## src/rtl/uart_pkg.sv

```systemverilog
// UART shared definitions: frame FSM states and default framing.
// Used by the tx arbiter and the receiver.
package uart_pkg;

  localparam int UART_DATA_W    = 8;
  localparam int UART_STOP_BITS = 1;

  typedef enum logic [2:0] {
    ST_IDLE,
    ST_SYNC,
    ST_START,
    ST_DATA,
    ST_STOP
  } uart_state_e;

  function automatic int frame_len(
    input int data_w,
    input int stop_bits
  );
    return 1 + data_w + stop_bits;
  endfunction

endpackage

```

## src/rtl/rr_arbiter.sv

```systemverilog
// Combinational round-robin arbiter: first set request at or after ptr,
// wrapping modulo N, wins.
module rr_arbiter #(
  parameter int N = 4
) (
  input  logic [N-1:0]         req,
  input  logic [$clog2(N)-1:0] ptr,
  input  logic                 enable,
  output logic [N-1:0]         gnt,
  output logic [$clog2(N)-1:0] gnt_idx,
  output logic                 any
);

  localparam int IW = $clog2(N);

  int             w_sum;
  logic [IW-1:0]  w_pos;

  always_comb begin
    gnt     = '0;
    gnt_idx = '0;
    any     = 1'b0;
    w_sum   = 0;
    w_pos   = '0;
    for (int k = 0; k < N; k++) begin
      w_sum = int'(ptr) + k;
      if (w_sum >= N) w_sum = w_sum - N;
      w_pos = IW'(w_sum);
      if (enable && !any && req[w_pos]) begin
        any        = 1'b1;
        gnt[w_pos] = 1'b1;
        gnt_idx    = w_pos;
      end
    end
  end

endmodule

```

## src/rtl/uart_tx_arbiter.sv

```systemverilog
// Round-robin shared UART transmitter: grants one producer per frame,
// then serialises start, LSB-first data and stop bits on baud ticks.
module uart_tx_arbiter
  import uart_pkg::*;
#(
  parameter int NUM_REQ   = 4,
  parameter int DATA_W    = UART_DATA_W,
  parameter int STOP_BITS = UART_STOP_BITS
) (
  input  logic                        clk,
  input  logic                        rst,
  input  logic                        baud_tick,
  input  logic [NUM_REQ-1:0]          req_valid,
  input  logic [NUM_REQ*DATA_W-1:0]   req_data,
  output logic [NUM_REQ-1:0]          req_ready,
  output logic [$clog2(NUM_REQ)-1:0]  grant_id,
  output logic                        busy,
  output logic                        frame_done,
  output logic                        tx
);

  localparam int IW = $clog2(NUM_REQ);
  localparam int BW = $clog2(DATA_W + 1);

  localparam logic [BW-1:0] LAST_BIT  = BW'(DATA_W - 1);
  localparam logic          LAST_STOP = 1'(STOP_BITS - 1);

  uart_state_e         r_state;
  logic [NUM_REQ-1:0]  r_ready;
  logic [IW-1:0]       r_grant;
  logic [IW-1:0]       r_ptr;
  logic [DATA_W-1:0]   r_shift;
  logic [BW-1:0]       r_bit;
  logic                r_stop;
  logic                r_busy;
  logic                r_done;
  logic                r_tx;

  logic                w_idle;
  logic [NUM_REQ-1:0]  w_gnt;
  logic [IW-1:0]       w_idx;
  logic                w_any;
  logic [DATA_W-1:0]   w_data;
  logic [IW-1:0]       w_ptr_nxt;

  assign w_idle    = (r_state == ST_IDLE);
  assign w_data    = req_data[int'(w_idx)*DATA_W +: DATA_W];
  assign w_ptr_nxt = (w_idx == IW'(NUM_REQ - 1)) ? '0
                                                 : w_idx + 1'b1;

  rr_arbiter #(
    .N (NUM_REQ)
  ) u_arb (
    .req     (req_valid),
    .ptr     (r_ptr),
    .enable  (w_idle),
    .gnt     (w_gnt),
    .gnt_idx (w_idx),
    .any     (w_any)
  );

  // A tick landing while req_ready is still up belongs to the grant
  // cycle and must not start the frame.
  always_ff @(posedge clk or negedge rst) begin
    if (!rst) begin
      r_state <= ST_IDLE;
      r_ready <= '0;
      r_grant <= '0;
      r_ptr   <= '0;
      r_shift <= '0;
      r_bit   <= '0;
      r_stop  <= 1'b0;
      r_busy  <= 1'b0;
      r_done  <= 1'b0;
      r_tx    <= 1'b1;
    end else begin
      r_ready <= '0;
      r_done  <= 1'b0;
      unique case (r_state)
        ST_IDLE: begin
          r_tx <= 1'b1;
          if (w_any) begin
            r_ready <= w_gnt;
            r_grant <= w_idx;
            r_ptr   <= w_ptr_nxt;
            r_shift <= w_data;
            r_busy  <= 1'b1;
            r_state <= ST_SYNC;
          end
        end
        ST_SYNC: begin
          if (baud_tick && (r_ready == '0)) begin
            r_tx    <= 1'b0;
            r_state <= ST_START;
          end
        end
        ST_START: begin
          if (baud_tick) begin
            r_tx    <= r_shift[0];
            r_shift <= r_shift >> 1;
            r_bit   <= '0;
            r_state <= ST_DATA;
          end
        end
        ST_DATA: begin
          if (baud_tick) begin
            if (r_bit == LAST_BIT) begin
              r_tx    <= 1'b1;
              r_stop  <= 1'b0;
              r_state <= ST_STOP;
            end else begin
              r_tx    <= r_shift[0];
              r_shift <= r_shift >> 1;
              r_bit   <= r_bit + 1'b1;
            end
          end
        end
        ST_STOP: begin
          if (baud_tick) begin
            if (r_stop == LAST_STOP) begin
              r_done  <= 1'b1;
              r_busy  <= 1'b0;
              r_state <= ST_IDLE;
            end else begin
              r_stop  <= r_stop + 1'b1;
            end
          end
        end
        default: begin
          r_tx    <= 1'b1;
          r_busy  <= 1'b0;
          r_state <= ST_IDLE;
        end
      endcase
    end
  end

  assign req_ready  = r_ready;
  assign grant_id   = r_grant;
  assign busy       = r_busy;
  assign frame_done = r_done;
  assign tx         = r_tx;

endmodule
```

## config.mk

```make
export PLATFORM = sky130hd
export DESIGN_NAME = uart_tx_arbiter
export DESIGN_NICKNAME = d
export VERILOG_FILES = /design/src/rtl/uart_pkg.sv /design/src/rtl/rr_arbiter.sv /design/src/rtl/uart_tx_arbiter.sv
export SDC_FILE = /design/constraint.sdc
export NUM_CORES = 1
export LEC_CHECK = 0
export CORE_MARGIN = 3
export CORE_UTILIZATION = 43
export CTS_CLUSTER_DIAMETER = 30
export DETAILED_ROUTE_END_ITERATION = 10
export PLACE_DENSITY = 0.8
export RECOVER_POWER = 25
export SKIP_CTS_REPAIR_TIMING = 1
export SLEW_MARGIN = 20
export SYNTH_ARGS = -nofsm -noshare
export SYNTH_HDL_FRONTEND = slang
export SYNTH_HIERARCHICAL = 1
export SYNTH_SLANG_ARGS = --single-unit
```

## constraint.sdc

```tcl
create_clock -name clk -period 4.3 [get_ports clk]
set_input_delay 0.86 -clock clk [delete_from_list [all_inputs] [get_ports clk]]
set_output_delay 0.86 -clock clk [all_outputs]
set_load 0.03 [all_outputs]
```

==> key figures <==
Synthesis
  • Cell taking the most area after synthesis: dfrtp_1
  • Total nets after synthesis: 267
  • Mapped cell area: 0.00209 mm^2
  • Post-synth top area share: 0.300
  • Top FF cell, synth: dfrtp_1
  • Synth cell count leaders: 25 x dfrtp_1, 15 x nor2_1, 13 x mux2_2
  • Top cells by area, synth: dfrtp_1 30%, mux2_2 7.0%, ha_1 5.4%
  • Mean post-synth cell area: 9.54 um^2
  • Count leader, synth: dfrtp_1
  • Register area share after synthesis: 0.312
  • Synth warn: 6
  • Post-synthesis register bit count: 26
  • Post-synth ARST share: 1.00
  • Mapped Cells: 219
  • Post-synth EDFFs: 0
  • Distinct cell type count after synthesis: 49

Setup path
  • Critical Path End: r_shift[0]
  • FF-to-FF End: r_shift[0]
  • Max incr delay on CP: 0.58 ns
  • CP required: 4.46 ns
  • R2R Path Start: r_ptr[0]
  • Crit path max-delay family: buffers and inverters
  • Reg2reg path depth: 11
  • Worst Setup SP: req_valid[1]
  • Setup Crit Path Kind: in2reg
  • CP Depth: 10
  • Cells along the critical path: clkdlybuf4s50_1 -> mux4_2 -> nor2b_4 -> or2_1 -> o22ai_2 -> buf_4 -> nor2b_1 -> a2111oi_0 -> nor3_1 -> mux2_2
  • Largest fanout on the critical path: 24
  • FF-to-FF setup slack: 0.87 ns
  • CP Capture Type: flop
  • Crit-path slowest cell: mux4_2
  • CP Launch Type: input port
  • CP arrival: 3.72 ns
  • WP buf/inv: 2

Placed design
  • DP Cell Count: 322
  • Placer Congestion: 0.811
  • PortBufs: 47
  • HPWL after detailed placement: 3.49 mm

Clock network
  • Clk root buf: clkbuf_8
  • Max Root-Sink Buffers: 2
  • H-Tree Depth: 1
  • CTS tree: done
  • Sink Count: 26
  • Clk slew on worst S/H paths: 0.09 ns
  • TritonCTS Buffers: 3
  • Worst-Skew Late Latency: 0.27 ns

Status
  • Status: finished, final reports clean

Global route
  • Number of antenna violations at the first check in global routing: 0
  • First-pass GRT wire length: 7.78 mm
  • Congestion Overflow GR: 0
  • Largest net degree at the start of global routing: 27
  • Vias in the first global route: 1802
  • Tot GR Track Use: 0.170

Timing
  • Fmax: 281 MHz
  • Final Hold Vio Count: 0
  • Worst Tran Pin Value: 1.36 ns
  • Clock Skews: 0.00384 ns
  • Rel. slew slack: 0.0947
  • Hold WS: 0.505 ns
  • Setup TNS: 0 ns
  • Fin. max-slew vios: 0
  • RSZ-0062 raised after global routing: false
  • Period utilisation layout: 0.826
  • Finish-stage setup viols: 0
  • Final min period: 3.55 ns

Routing
  • WL met2: 2.34 mm
  • Avg WL per Cell: 14.6 um
  • Via count: 1846
  • Antenna-violating nets left: 0
  • Drt initial violations: 137
  • Metal3 WL: 284 um
  • Top sig layer: met4
  • WL final: 4.75 mm
  • Number of remaining DRC errors: 0
  • Wire length on met1: 2.09 mm
  • DR pass1 iterations: 4
  • Avg Vias per Cell: 5.66

Finish
  • Reg area: 652 um^2
  • Area of the multi-input gates: 0.00132 mm^2
  • Share of cells above drive strength 1: 0.119
  • FILL cells: 381
  • Ant diodes: 0
  • # nets final: 310
  • Final Non-Filler Cells: 326
  • Area delta synth->final: 27.4%

Floorplanning
  • Die area: 0.00573 mm^2
  • Io pins: 48
  • Starting Density: 0.461
  • Cell row count: 24
  • Width of the die: 75.7 um
  • Chip Height: 75.7 um
  • CORE AREA: 0.00453 mm^2

Hold path
  • Worst Min Path Start: r_shift[5]
  • Min-delay worst type: reg2reg

Power and ir drop
  • Worst VDD drop: 0.243 mV
  • Static leakage: 1.08 nW
  • Pwr per Cell Area: 503 mW/mm^2

Flow run
  • Max-cap violations: 0
[cell type report]
type | instances | area share
multi-input cells | 170 | 0.494
flip-flops and latches | 26 | 0.245
repair buffers | 53 | 0.192
well taps | 65 | 0.0306
clock buffers | 3 | 0.0155
clock inverters | 1 | 0.0113
inverters | 8 | 0.0113
[routing by layer]
| metal | GRT usage | vias to the layer above |
|---|---|---|
| met3 | 0.0264 | 3 |
| met4 | 0.0427 | 0 |
| met5 | 0 | - |
| li1 | - | 902 |
| met2 | 0.310 | 53 |
| met1 | 0.209 | 888 |
[per-stage QoR]
stage               total power, mW  cell area (um^2)  worst slack [ns]  utilization
finish                         1.34              2660             0.748        0.587
global route                   1.44              2660             0.486        0.587
detailed placement             1.14              2590             0.446        0.572
floorplan                     0.980              2090             0.771            -
global placement               1.12              2590             0.521        0.572
CTS                            1.34              2670             0.751        0.588
[placed cells by master (no fill, tap or decap), types with 3 or more instances in the layout]
cell type and count:
nor2b_1 12, o21ai_0 6, nand2_1 12, clkbuf_8 3
clkdlybuf4s50_1 46, a21oi_1 7, a31oi_1 3, mux2i_1 11
dfrtp_1 25, inv_1 8, ha_1 9, a2111oi_0 6
buf_4 5, nand3_1 7, o211ai_1 3, nor2_1 15
mux4_2 3, and2_1 4, a22oi_1 5, nor3_1 10
a221o_1 4, mux2_2 13, and3_1 8, nand2b_1 3
[where the power goes]
part,total [mW],switching (mW),internal (mW),leakage [nW]
clock network,0.202,0.0776,0.125,0.0357
registers,0.400,0.0723,0.327,0.327
logic,0.737,0.391,0.347,0.721
total,1.34,0.541,0.799,1.08
[logic make-up after synthesis]
group                    share of synthesized area
multiplexers                                 0.173
flip-flops                                   0.312
adder cells (fa/ha/maj)                     0.0539
buffers and inverters                       0.0611
AND/OR/NAND/NOR                              0.219
AO/OA/AOI/OAI                                0.180
[sequential cells by signal (all words and copies together) (netlist names)]
name        flops
r_shift         8
r_bit           4
req_ready       4
r_state         3
grant_id        2
r_ptr           2
busy            1
frame_done      1
tx              1
[how the worst min path moves through the flow]
stage                       end  slack (ns)  cells past startpoint
floorplan            r_shift[5]        0.46                      1
global placement     r_shift[5]        0.48                      1
detailed placement   r_shift[5]        0.49                      1
CTS                  r_shift[5]        0.51                      1
global route        grant_id[0]        0.54                      1
finish               r_shift[5]        0.51                      1
No activity file was read; power rests on OpenSTA's default activity.
